$ cat src/rtl/x_dl_pkg.sv
// Shared types and helpers for the delay-line edge-capture controller.
package x_dl_pkg;
  localparam int TAPS_DEFAULT  = 128;
  localparam int POS_W_DEFAULT = 8;
  // Widest tap vector first_zero() accepts; narrower vectors are zero-extended.
  localparam int TAPS_MAX      = 1024;

  typedef enum logic [2:0] {
    ST_IDLE, ST_LAUNCH, ST_CAPTURE, ST_ENCODE, ST_DONE, ST_DRAIN
  } state_e;

  // Index of the first zero among the low n bits of v; n when all are ones.
  function automatic int first_zero(input logic [TAPS_MAX-1:0] v, input int n);
    int r;
    r = n;
    for (int k = TAPS_MAX-1; k >= 0; k--)
      if (k < n && !v[k]) r = k;
    return r;
  endfunction
endpackage

$ cat src/rtl/x_therm_encode.sv
// Combinational thermometer-to-position encoder over the captured tap vector.
// X_DL_BUBBLE_FILT_EN adds a 3-tap majority filter ahead of the scan.
module x_therm_encode
  import x_dl_pkg::*;
#(
  parameter int TAPS  = TAPS_DEFAULT,
  parameter int POS_W = POS_W_DEFAULT
) (
  input  logic [TAPS-1:0]  i_taps,
  output logic [POS_W-1:0] o_pos,
  output logic             o_ovf
);
  logic [TAPS-1:0] taps;
  int              fz;

`ifdef X_DL_BUBBLE_FILT_EN
  // End taps have only one neighbour, so they pass through unfiltered.
  always_comb begin
    taps = i_taps;
    for (int k = 1; k < TAPS-1; k++)
      taps[k] = (i_taps[k-1] & i_taps[k]) | (i_taps[k] & i_taps[k+1]) |
                (i_taps[k-1] & i_taps[k+1]);
  end
`else
  assign taps = i_taps;
`endif

  always_comb begin
    fz    = first_zero(TAPS_MAX'(taps), TAPS);
    o_pos = POS_W'(fz);
    o_ovf = (fz == TAPS);
  end
endmodule

$ cat src/rtl/x_dl_edge_capture.sv
// Launches an edge into the delay line, captures and encodes the taps, and
// keeps min/max/count statistics. Optional macro: X_DL_BUBBLE_FILT_EN.
module x_dl_edge_capture
  import x_dl_pkg::*;
#(
  parameter int TAPS   = TAPS_DEFAULT,
  parameter int POS_W  = POS_W_DEFAULT,
  parameter int SETTLE = 1,
  parameter int CLEAR  = 4
) (
  input  logic             i_clk,
  input  logic             i_rst,
  input  logic             i_start,
  input  logic             i_clr_stats,
  input  logic [TAPS-1:0]  i_dl,
  output logic             o_launch,
  output logic             o_busy,
  output logic             o_valid,
  output logic [POS_W-1:0] o_pos,
  output logic             o_ovf,
  output logic [POS_W-1:0] o_min,
  output logic [POS_W-1:0] o_max,
  output logic [15:0]      o_count
);
  localparam int CNT_MAX = (SETTLE > CLEAR) ? SETTLE : CLEAR;
  localparam int CNT_W   = $clog2(CNT_MAX + 1);

  state_e           state_q, state_d;
  logic [CNT_W-1:0] cnt_q, cnt_d;
  logic             launch_q, launch_d, busy_q, busy_d, valid_q, valid_d;
  logic [TAPS-1:0]  cap_q, cap_d;
  logic [POS_W-1:0] enc_pos_q, enc_pos_d, pos_q, pos_d;
  logic             enc_ovf_q, enc_ovf_d, ovf_q, ovf_d;
  logic [POS_W-1:0] min_q, min_d, max_q, max_d;
  logic [15:0]      stat_cnt_q, stat_cnt_d;
  logic [POS_W-1:0] scan_pos;
  logic             scan_ovf;

  x_therm_encode #(.TAPS(TAPS), .POS_W(POS_W)) u_enc (
    .i_taps(cap_q), .o_pos(scan_pos), .o_ovf(scan_ovf)
  );

  always_comb begin
    state_d   = state_q;
    cnt_d     = cnt_q;
    launch_d  = launch_q;
    valid_d   = 1'b0;
    cap_d     = cap_q;
    enc_pos_d = enc_pos_q;
    enc_ovf_d = enc_ovf_q;
    pos_d     = pos_q;
    ovf_d     = ovf_q;
    case (state_q)
      ST_IDLE: if (i_start) begin
        state_d  = ST_LAUNCH;
        launch_d = 1'b1;
        cnt_d    = CNT_W'(SETTLE - 1);
      end
      ST_LAUNCH: if (cnt_q == '0) begin
        cap_d   = i_dl;
        state_d = ST_CAPTURE;
      end else cnt_d = cnt_q - CNT_W'(1);
      ST_CAPTURE: begin
        enc_pos_d = scan_pos;
        enc_ovf_d = scan_ovf;
        state_d   = ST_ENCODE;
      end
      ST_ENCODE: begin
        pos_d   = enc_pos_q;
        ovf_d   = enc_ovf_q;
        valid_d = 1'b1;
        state_d = ST_DONE;
      end
      ST_DONE: begin
        launch_d = 1'b0;
        cnt_d    = CNT_W'(CLEAR - 1);
        state_d  = ST_DRAIN;
      end
      ST_DRAIN: if (cnt_q == '0) state_d = ST_IDLE;
                else cnt_d = cnt_q - CNT_W'(1);
      default: state_d = ST_IDLE;
    endcase
    busy_d = (state_d != ST_IDLE);
  end

  // Statistics fold in the sample at the end of the o_valid cycle, after any clear.
  always_comb begin
    min_d      = i_clr_stats ? '1    : min_q;
    max_d      = i_clr_stats ? '0    : max_q;
    stat_cnt_d = i_clr_stats ? 16'd0 : stat_cnt_q;
    if (valid_q) begin
      if (pos_q < min_d) min_d = pos_q;
      if (pos_q > max_d) max_d = pos_q;
      if (stat_cnt_d != 16'hFFFF) stat_cnt_d = stat_cnt_d + 16'd1;
    end
  end

  always_ff @(posedge i_clk) begin
    if (!i_rst) begin
      state_q    <= ST_IDLE;
      cnt_q      <= '0;
      launch_q   <= 1'b0;
      busy_q     <= 1'b0;
      valid_q    <= 1'b0;
      cap_q      <= '0;
      enc_pos_q  <= '0;
      enc_ovf_q  <= 1'b0;
      pos_q      <= '0;
      ovf_q      <= 1'b0;
      min_q      <= '1;
      max_q      <= '0;
      stat_cnt_q <= 16'd0;
    end else begin
      state_q    <= state_d;
      cnt_q      <= cnt_d;
      launch_q   <= launch_d;
      busy_q     <= busy_d;
      valid_q    <= valid_d;
      cap_q      <= cap_d;
      enc_pos_q  <= enc_pos_d;
      enc_ovf_q  <= enc_ovf_d;
      pos_q      <= pos_d;
      ovf_q      <= ovf_d;
      min_q      <= min_d;
      max_q      <= max_d;
      stat_cnt_q <= stat_cnt_d;
    end
  end

  assign o_launch = launch_q;
  assign o_busy   = busy_q;
  assign o_valid  = valid_q;
  assign o_pos    = pos_q;
  assign o_ovf    = ovf_q;
  assign o_min    = min_q;
  assign o_max    = max_q;
  assign o_count  = stat_cnt_q;
endmodule

$ cat config.mk
export PLATFORM = sky130hd
export DESIGN_NAME = x_dl_edge_capture
export DESIGN_NICKNAME = d
export VERILOG_FILES = /design/src/rtl/x_dl_pkg.sv /design/src/rtl/x_therm_encode.sv /design/src/rtl/x_dl_edge_capture.sv
export SDC_FILE = /design/constraint.sdc
export NUM_CORES = 1
export LEC_CHECK = 0
export ABC_AREA = 1
export BUFFER_PORTS_ARGS = -buffer_cell sky130_fd_sc_hd__buf_2
export CAP_MARGIN = 20
export CORE_MARGIN = 3
export CORE_UTILIZATION = 50
export CTS_CLUSTER_DIAMETER = 40
export DETAILED_ROUTE_END_ITERATION = 7
export PLACE_DENSITY_LB_ADDON = 0.3
export SYNTH_ARGS = -nofsm -noshare
export SYNTH_HDL_FRONTEND = slang
export SYNTH_SLANG_ARGS = --single-unit
export TNS_END_PERCENT = 50
$ cat constraint.sdc
create_clock -name i_clk -period 8.5 [get_ports i_clk]
set_input_delay 0.85 -clock i_clk [delete_from_list [all_inputs] [get_ports i_clk]]
set_output_delay 0.85 -clock i_clk [all_outputs]
set_load 0.05 [all_outputs]
==> impl_metrics.csv <==
group,metric,value,unit
clock_network,clk_pin_slew,0.07,ns
detailed_routing,routed-via-count,8210,
clock_network,cts_resized,0,
setup_path,crit_top_cell,"nand2_1",
place,port_buffers,175,
worst_hold_path,hp-class,"reg -> reg",
setup_path,end_kind,"flop",
yosys,syn-instance-count,1271,
layout,syn2layout_area_growth,18.82,%
global_routing,grtUsageMet3,0.04071,
layout,seq_area,3744,um2
setup_path,cp_slowest_cell,"dfxtp_1",
floorplanning,initial_core_util,0.5213,
global_routing,top_usage_layer,"met2",
yosys,yosysMostFrequentCell,"nor2_1",
pwr,ir_drop,163.9,uV
timing,tightest_slew,0.8535,ns
floorplanning,die_h,135.9,um
setup_path,cpLargestDelayFamily,"simple AND/OR/NAND/NOR gates",
layout,insertedDiodeCount,0,
yosys,seq_area_frac_synth,0.4440,
clock_network,cts_max_path_buffers,2,
setup_path,required,8.82,ns
pwr,power,2.891,mW
timing,setup_viol,0,
yosys,yosys_register_bits,187,
floorplanning,rows,46,
layout,fin_util,0.6194,
floorplanning,die-area,18460,um2
timing,fmaxAchievable,152.0,MHz
timing,period_needed,6.577,ns
global_routing,antenna_found_initial,1,
layout,nets,1565,
clock_network,cts.sinks,187,
setup_path,critPathBufInv,1,
setup_path,reg2reg_depth,129,
timing,slew_viol_final,0,
pwr,power_density,288.6,nW/um2
global_routing,groute.usage.overall,0.2148,
floorplanning,core,16170,um2
setup_path,crit_cells,129,
detailed_routing,ant_nets,0,
global_routing,grt_pass1_wl,32790,um
clock_network,clk_latency,0.43,ns
setup_path,timing.rr.end,"enc_pos_q[0]$_SDFFE_PN0N_",
setup_path,max_stage_delay,0.38,ns
setup_path,critPathKind,"reg -> reg",
run,cap_violations,0,
timing,rsz0062_at_grt,"false",
clock_network,cts.hold.buffers_added,0,
yosys,netlist_top_cells_count,"nor2_1 (402), nand2_1 (278), dfxtp_1 (187)",
place,dp.cells,1612,
layout,stdcell_count,1644,
yosys,synth_edf_count,0,
layout,num-fill-cells,1545,
clock_network,htree_num_levels,4,
layout,drive_above_1_share,0.1499,
timing,fin_setup_tns,0,ns
floorplanning,io_pins,176,
clock_network,post_cts_buffers,0,
setup_path,critPathArrivalTime,6.90,ns
yosys,syn_nets,1421,
yosys,synthArstFlopShare,0,
setup_path,critPathLaunchType,"flop",
place,post-dp-hpwl,13940,um
detailed_routing,drt_iter0_markers,500,
setup_path,endpoint,"enc_pos_q[0]$_SDFFE_PN0N_",
yosys,yosys_warnings,0,
detailed_routing,wl_per_cell,12.32,um
yosys,syn_avg_cell_area,6.633,um2
place,gp_congestion,0.8289,
detailed_routing,drcViolationCount,0,
clock_network,cts_tree,"done",
pwr,leakage,4.320,nW
layout,multiInputGateArea,4298,um2
global_routing,grtUsageMet2,0.3532,
global_routing,grt_pass1_vias,7300,
floorplanning,die_x,135.9,um
detailed_routing,first_pass_iters,5,
detailed_routing,wirelength,20260,um
global_routing,overflow,0,
detailed_routing,via_per_inst,4.994,
outcome,status,"completed",
yosys,synth.distinct_cells,30,
setup_path,r2r_slack,1.92,ns
yosys,ys_top_cells_by_area,"dfxtp_1 (44%), nor2_1 (18%), nand2_1 (12%), o21ai_0 (10%), ha_1 (2.7%)",
setup_path,cp_max_fo,3,
global_routing,grt_max_degree,102,
timing,skew,0.01332,ns
timing,relSlewSlack,0.4310,
timing,min_period_over_period,0.7738,
global_routing,use_met1,0.2913,
place,pre_cts_ws,1.952,ns
setup_path,crit_path_start,"cap_q[127]$_SDFFE_PN0P_",
yosys,synth_top_area_cell,"dfxtp_1",
clock_network,cts_root_buf,"clkbuf_16",
yosys,ys.flop_type,"dfxtp_1",
timing,hold_violations,0,
timing,postLayoutSetupSlackWorst,1.923,ns
yosys,synth_top_area_frac,0.4440,
setup_path,r2r-start,"cap_q[127]$_SDFFE_PN0P_",
clock_network,cts_buffers,17,
yosys,syn_area,8431,um2
## worst min-delay path: stages (launching register included)
cell	delay [ns]
dfxtp_1	0.30
inv_1	0.06
a21oi_1	0.06
## flip-flops by register name, summed over array words and instances (netlist names)
name / count
o_pos: 8
o_busy: 1
cap_q: 128
o_ovf: 1
state_q: 3
o_count: 16
enc_pos_q: 8
o_launch: 1
o_min: 8
o_valid: 1
enc_ovf_q: 1
o_max: 8
cnt_q: 3
## placed cells by master, fill, tap and decap left out, types with 2 or more instances in the layout
cell        count
nor4_1          2
a21oi_1        36
ha_1           18
nor3_1         14
clkbuf_8        4
o211ai_1        8
nand4_1         7
o31ai_1         3
inv_1          47
xor2_1          2
nand3_1        12
dfxtp_1       187
clkbuf_1        2
a211oi_1        6
bufinv_16       2
o21ai_0       170
nor2_1        402
o21bai_1        3
clkinvlp_4      5
buf_2         174
clkbuf_16      17
a31oi_1         8
nand2_1       278
buf_4           6
## worst min path at each step
stage                          startpoint                    end  slack, ns  cells after the start
detailed placement  cnt_q[1]$_SDFFE_PN0P_  cnt_q[1]$_SDFFE_PN0P_       0.45                      2
floorplan           cnt_q[1]$_SDFFE_PN0P_  cnt_q[1]$_SDFFE_PN0P_       0.43                      2
global route        cnt_q[1]$_SDFFE_PN0P_  cnt_q[1]$_SDFFE_PN0P_       0.49                      2
global placement    cnt_q[2]$_SDFFE_PN0P_  cnt_q[2]$_SDFFE_PN0P_       0.45                      2
finish              cnt_q[1]$_SDFFE_PN0P_  cnt_q[1]$_SDFFE_PN0P_       0.46                      2
CTS                 cnt_q[1]$_SDFFE_PN0P_  cnt_q[1]$_SDFFE_PN0P_       0.46                      2
## logic make-up (layout without fill, tap and decap cells)
group                    after synthesis  in the layout  share of synthesized area
buffers and inverters                105            262                    0.04675
AO/OA/AOI/OAI                        242            242                     0.1541
flip-flops                           187            187                     0.4440
adder cells (fa/ha/maj)               18             18                    0.02671
XOR/XNOR                               2              2                   0.002078
AND/OR/NAND/NOR                      717            717                     0.3264
## layout make-up
cell class | instances | area share
clock buffers | 23 | 0.04871
clock inverters | 9 | 0.01112
inverters | 50 | 0.01899
multi-input cells | 979 | 0.4291
flip-flops and latches | 187 | 0.3737
well taps | 216 | 0.02698
repair buffers | 180 | 0.09143
## power breakdown
group / switching (mW) / internal [mW] / total [mW] / leakage (nW)
Combinational: 0.478 / 0.252 / 0.729 / 2.52
Sequential: 0.205 / 1.15 / 1.36 / 1.52
Clock: 0.339 / 0.465 / 0.804 / 0.278
## per-stage QoR
step,instance area [um2],hold slack (ns)
final,10020,0.4627
after floorplan,8431,0.4331
after global placement,9418,0.4483
after CTS,10020,0.4640
after detailed placement,9418,0.4543
after global routing,10020,0.4942
## per-layer routing
layer | wire length [um] | part of all wire
met1 | 9741 | 0.48
met2 | 9292 | 0.46
met3 | 989 | 0.049
met4 | 219 | 0.011
met5 | 15 | 0.00074
Power figures use the tool's default switching activity.
